File: src/rtl/serial_adder.sv
// Bit-serial unsigned adder: one full-adder cell plus a carry flop, LSB-first,
// one bit per clock under a start/busy/done handshake.
module serial_adder #(
  parameter int unsigned WIDTH = 8
) (
  input  logic             clk,
  input  logic             rst,
  input  logic             start,
  input  logic [WIDTH-1:0] a,
  input  logic [WIDTH-1:0] b,
  output logic             busy,
  output logic             done,
  output logic [WIDTH-1:0] sum,
  output logic             carry_out
);

  localparam int unsigned CW = (WIDTH > 1) ? $clog2(WIDTH) : 1;

  typedef enum logic [1:0] {IDLE, SHIFT, DONE} state_t;

  state_t           state;
  logic [WIDTH-1:0] a_sr;
  logic [WIDTH-1:0] b_sr;
  logic [WIDTH-1:0] res;
  logic             c;
  logic [CW-1:0]    cnt;

  logic             s;
  logic             cy;
  logic             last;

  // Full-adder cell on the operand LSBs and the stored carry
  assign s    = a_sr[0] ^ b_sr[0] ^ c;
  assign cy   = (a_sr[0] & b_sr[0]) | (c & (a_sr[0] ^ b_sr[0]));
  assign last = (cnt == CW'(WIDTH - 1));

  always_ff @(posedge clk or posedge rst) begin
    if (rst) begin
      state     <= IDLE;
      a_sr      <= '0;
      b_sr      <= '0;
      res       <= '0;
      c         <= 1'b0;
      cnt       <= '0;
      busy      <= 1'b0;
      done      <= 1'b0;
      sum       <= '0;
      carry_out <= 1'b0;
    end else begin
      case (state)
        IDLE, DONE: begin
          done <= 1'b0;
          if (start) begin
            a_sr  <= a;
            b_sr  <= b;
            res   <= '0;
            c     <= 1'b0;
            cnt   <= '0;
            busy  <= 1'b1;
            state <= SHIFT;
          end else begin
            state <= IDLE;
          end
        end
        SHIFT: begin
          a_sr <= a_sr >> 1;
          b_sr <= b_sr >> 1;
          c    <= cy;
          res  <= {s, res[WIDTH-1:1]};
          // Counter stops at WIDTH-1; the compare exits SHIFT instead of wrapping
          if (last) begin
            cnt       <= '0;
            busy      <= 1'b0;
            done      <= 1'b1;
            sum       <= {s, res[WIDTH-1:1]};
            carry_out <= cy;
            state     <= DONE;
          end else begin
            cnt <= cnt + CW'(1);
          end
        end
        default: begin
          busy  <= 1'b0;
          done  <= 1'b0;
          state <= IDLE;
        end
      endcase
    end
  end

endmodule

File: config.mk
export PLATFORM = sky130hd
export DESIGN_NAME = serial_adder
export DESIGN_NICKNAME = d
export VERILOG_FILES = /design/src/rtl/serial_adder.sv
export SDC_FILE = /design/constraint.sdc
export NUM_CORES = 1
export LEC_CHECK = 0
export ABC_AREA = 0
export CAP_MARGIN = 15
export CORE_UTILIZATION = 45
export CTS_BUF_LIST = sky130_fd_sc_hd__clkbuf_2
export DETAILED_ROUTE_END_ITERATION = 12
export PLACE_DENSITY = 0.69
export SLEW_MARGIN = 20
export SYNTH_ARGS = -nofsm -noshare
export SYNTH_HDL_FRONTEND = slang
export SYNTH_SLANG_ARGS = --single-unit
export TNS_END_PERCENT = 30
File: constraint.sdc
create_clock -name clk -period 2 [get_ports clk]
set_clock_uncertainty 0.15 [all_clocks]
set_input_delay 0.2 -clock clk [delete_from_list [all_inputs] [get_ports clk]]
set_output_delay 0.2 -clock clk [all_outputs]
set_load 0.005 [all_outputs]
# Yosys cells after proc, flatten, opt, wreduce, memory -nomap -nowiden
# Index checks and enable logic that the tools add are counted.
# classes
n_mux	19
n_reduce_logical	6
n_addsub	1
eq_ne	5
bitwise	5
# ops
op	n
$pmux W8 S2	3
$mux W8	3
$mux W1	6
$mux W3	2
$pmux W3 S2	1
$reduce_and A2 Y1	3
$ne A2 B2 Y1 const B	2
$pmux W1 S2	2
$pmux W2 S2	1
$add A3 B1 Y3 const B	1
$eq A3 B3 Y1 const B	1
$and A1 B1 Y1	2
$eq A2 B1 Y1 const B	1
$eq A2 B2 Y1 const B	1
$logic_not A2 Y1	1
$mux W2	1
$reduce_bool A2 Y1	1
$reduce_or A2 Y1	1
$xor A1 B1 Y1	2
$or A1 B1 Y1	1
# word_totals
register_bits	41

# Longest topological paths before layout
# depth
word_depth	4
mapped_depth	5
ltp_nobuf	5

# Worst setup path before layout
# OpenSTA, ideal clock, no wires.
# synth_timing
path_type	reg2reg
from	reg cnt[0]
to	reg sum[7]
n_path_buf	0
period_less_slack_ps	1528
path_stages_with_launch	5
slack_ps	472
arrival_ps	1253
path_cell_list	dfrtp_1 > ha_1 > ha_1 > nand2_4 > mux2_4
# synth_between
elab_chain_len	2
# synth_rtl
item	line	rtl
start, declared	26	logic [CW-1:0] cnt;
start signal, assigned	79	cnt <= cnt + CW'(1);
$eq A3 B3 Y1	35	assign last = (cnt == CW'(WIDTH - 1));
$reduce_and A2 Y1 (no line)	-	
end signal, assigned	75	sum <= {s, res[WIDTH-1:1]};
end, declared	13	output logic [WIDTH-1:0] sum,
# Every way passes these cells.
# A chain may end at the register's enable or synchronous reset.

# Worst setup path after layout
# layout_timing
from	reg state[0]
to	reg a_sr[5]
# layout_between
elab_chain_len	4
# layout_rtl
item	line	rtl
start, declared	21	state_t state;
start signal, assigned	39	state <= IDLE;
start signal, assigned	60	state <= SHIFT;
start signal, assigned	62	state <= IDLE;
$eq A2 B2 Y1 / $logic_not A2 Y1 (equally long branches)	50	case (state)
$reduce_or A2 Y1	50	
$ne A2 B2 Y1 (no line) / $reduce_bool A2 Y1 (equally long branches)	-	
$reduce_and A2 Y1 (no line)	-	
end signal, assigned	66	a_sr <= a_sr >> 1;
end, declared	22	logic [WIDTH-1:0] a_sr;
# Several ways; a longest one is shown, not always the timed one.

==> results by group <==
Placement
  • Inst Count DP: 226
  • # port buffers: 29
  • HPWL after DPL: between 2000 and 2500 um
  • Pre-CTS setup slack: about 0.19 ns
  • Gp weighted congestion: 0.702

Pwr
  • Sequential power share: between 40% and 50%
  • P_int: 0.00216 W
  • PwrDens: roughly 1500 mW/mm2
  • Comb pwr share: between 40% and 50%
  • Worst IR Drop VDD: between 0.8 and 0.9 mV
  • Static Leak: ~1 nW
  • Sw Ratio: 34.1%
  • Clk pwr share: roughly 14%
  • Switch Pwr: 0.00112 W
  • Design Power: approximately 0.0033 W

Detailed routing
  • Routed WL: ~3500 um
  • Drt drc: 0
  • Vias/cell: roughly 5.3
  • Pre-Repair DR Iteration Count: 4
  • Drt initial violations: between 60 and 70
  • Vias: 1249
  • Final antenna-violating net count: 0
  • Wirelength per Cell: ~15 um

Clock tree
  • Clock buffer depth: 2
  • Worst-Skew Late Latency: between 0.3 and 0.4 ns
  • CTS clk-pin slew, worst paths: between 0.2 and 0.25 ns
  • CTS buffer count: 5
  • Post-CTS Setup Inserts: 0
  • CTS tree: yes
  • Hold-fix buffers, CTS: 0
  • CTS Root Cell: clkbuf_2
  • Post-CTS Resized: 0
  • H-tree levels: 2
  • Sink Count: 40

Synthesis
  • Post-Synthesis Net Count: 175
  • Commonest cells in the netlist: dfrtp_1 (40), nor2_1 (16), nor3_1 (11), o22ai_1 (11)
  • Post-Syn Area: around 0.0018 mm2
  • FFs w/ async S/R, synth: 100%
  • Ys Warns: 0
  • Top cells by area in the synthesized netlist: dfrtp_1 (56%), mux2_4 (7.6%), a22o_1 (4.4%)
  • Syn Area/Cell: around 12 um2
  • Post-synth top area share: between 50% and 60%
  • Synthesized flop and latch total: 40
  • Yosys cell types: 23
  • Synth Instances: approximately 150
  • Synth area leader: dfrtp_1
  • Synth Flop Type: dfrtp_1
  • Seq/Total Area, Yosys: a little under three fifths
  • Cell with the most instances after synthesis: dfrtp_1
  • Number of synthesized flops with an enable pin: 0

GRT
  • Vias in the first global route: 1229
  • Pin count of the biggest net entering global routing: just over 40
  • Global Route Usage Sum: between 10% and 20%
  • First-pass GRT wire length: ~5800 um
  • Initial antenna violation count: 0
  • Grt ovf: 0

Hold path
  • Worst hold path type: in2async

STA
  • Max Fclk: just under 0.6 GHz
  • Minimum clock period: between 1.5 and 2 ns
  • Setup TNS: 0 ns
  • Slew HR: between 60% and 70%
  • Final Cycle Share: ~86%
  • Final WS setup: between 0.2 and 0.3 ns
  • Final setup fails: 0
  • Unrepaired setup endpoints after global routing: no
  • Tightest Pin Transition: approximately 0.5 ns
  • Slew Viols, Final: 0
  • Final Hold Vio Count: 0

Setup path
  • Critical path required time: 2.17 ns
  • Max FO, Critical Path: 17
  • Setup crit end kind: register
  • Critical path class: reg2reg
  • Critical path launch point type: register
  • WP data arrival: roughly 1.9 ns

Floorplan
  • Die X: 65.0 um
  • Die area: between 0.004 and 0.005 mm2
  • DIE HEIGHT: around 65 um
  • Initial Util: 47.7%
  • Core ar.: around 0.0037 mm2
  • Num ports: 30
  • Row count: 22

Finish
  • NumNets Final: between 200 and 250
  • Reg area: between 0.001 and 0.0015 mm2
  • Area Overhead vs Synth: 23.0%
  • Final Util: 58.6%
  • Share of cells above drive strength 1: roughly 16%
  • FILL cells: 324
  • Area of the multi-input gates: around 730 um2
  • # diodes: 0
  • Finished Layout Cells: between 200 and 250

Run status
  • Status: finished clean

Flow run
  • Max cap viols: 0
## placed cells by master, fill, tap and decap left out
cell type and count:
nor2b_1 3, mux2i_1 3, mux2_4 9, dfrtp_1 40
buf_4 5, inv_1 2, ha_1 2, nand2_1 8
o21ai_0 6, fa_1 1, mux2_2 6, nand2b_1 7
nor2_1 16, clkinv_2 1, nand2_4 1, a21oi_1 3
and2b_1 2, nor3_1 11, nor2_2 1, bufinv_16 1
a211oi_1 3, clkbuf_2 6, o22ai_1 11, clkdlybuf4s50_1 29
a22o_1 9
## logic make-up after synthesis
| logic type | share of synthesized area, % |
|---|---|
| AO/OA/AOI/OAI | 12.1 |
| adder cells (fa/ha/maj) | 2.52 |
| buffers and inverters | 2.81 |
| flip-flops | 56.1 |
| multiplexers | 13.0 |
| AND/OR/NAND/NOR | 13.5 |
## sequential cells by signal, summed over array words and instances (netlist names)
register and cells:
b_sr 8, busy 1, cnt 3, done 1, carry_out 1, res 7, c 1, a_sr 8
state 2, sum 8
## worst paths after layout
path / start / endpoint / slack (ns) / depth (start not counted)
worst max register to register: state[0] / a_sr[5] / 0.27 / 4
worst min-delay path: rst / carry_out / 0.04 / 3
worst max-delay path: state[0] / a_sr[5] / 0.27 / 4
worst min register to register: cnt[2] / cnt[2] / 0.39 / 1
min in group clk: b[7] / b_sr[7] / 0.27 / 2
max in group asynchronous: rst / b_sr[2] / 1.29 / 3
## layout make-up
type / instances / area share [%]
clock buffer: 6 / 1.37
clock inverter: 2 / 1.60
inverter: 2 / 0.342
multi-input combinational: 102 / 33.4
sequential: 40 / 45.6
tap: 48 / 2.74
timing repair buffer: 34 / 14.9
## metrics by stage
| stage | hold slack (ns) | cell area [um2] |
|---|---|---|
| after floorplan | 0.190 | 1780 |
| after global placement | 0.331 | 2130 |
| after detailed placement | 0.344 | 2130 |
| after CTS | 0.0498 | 2190 |
| after global routing | 0.0671 | 2190 |
| final | 0.0381 | 2190 |
## worst max-delay path, stage by stage (launching register included)
cell and delay (ns):
dfrtp_1 0.54, buf_4 0.26, nand2b_1 0.43, o22ai_1 0.16, nor2_1 0.14
## power by group through the flow
stage               logic (W)  registers, W  clock network (W)
finish                0.00137       0.00144           0.000475
global route          0.00151       0.00150           0.000515
CTS                   0.00137       0.00144           0.000485
detailed placement    0.00137       0.00146                  0
global placement      0.00131       0.00144                  0
floorplan            0.000979       0.00139                  0
## routing by layer
layer / vias up / track usage (%) / wire, um
met3: 7 / 4.23 / 129
li1: 606 / - / -
met5: - / 0 / 0
met2: 27 / 29.8 / 1610
met1: 609 / 23.0 / 1670
met4: 0 / 6.67 / 51
Power figures use the tool's default switching activity.
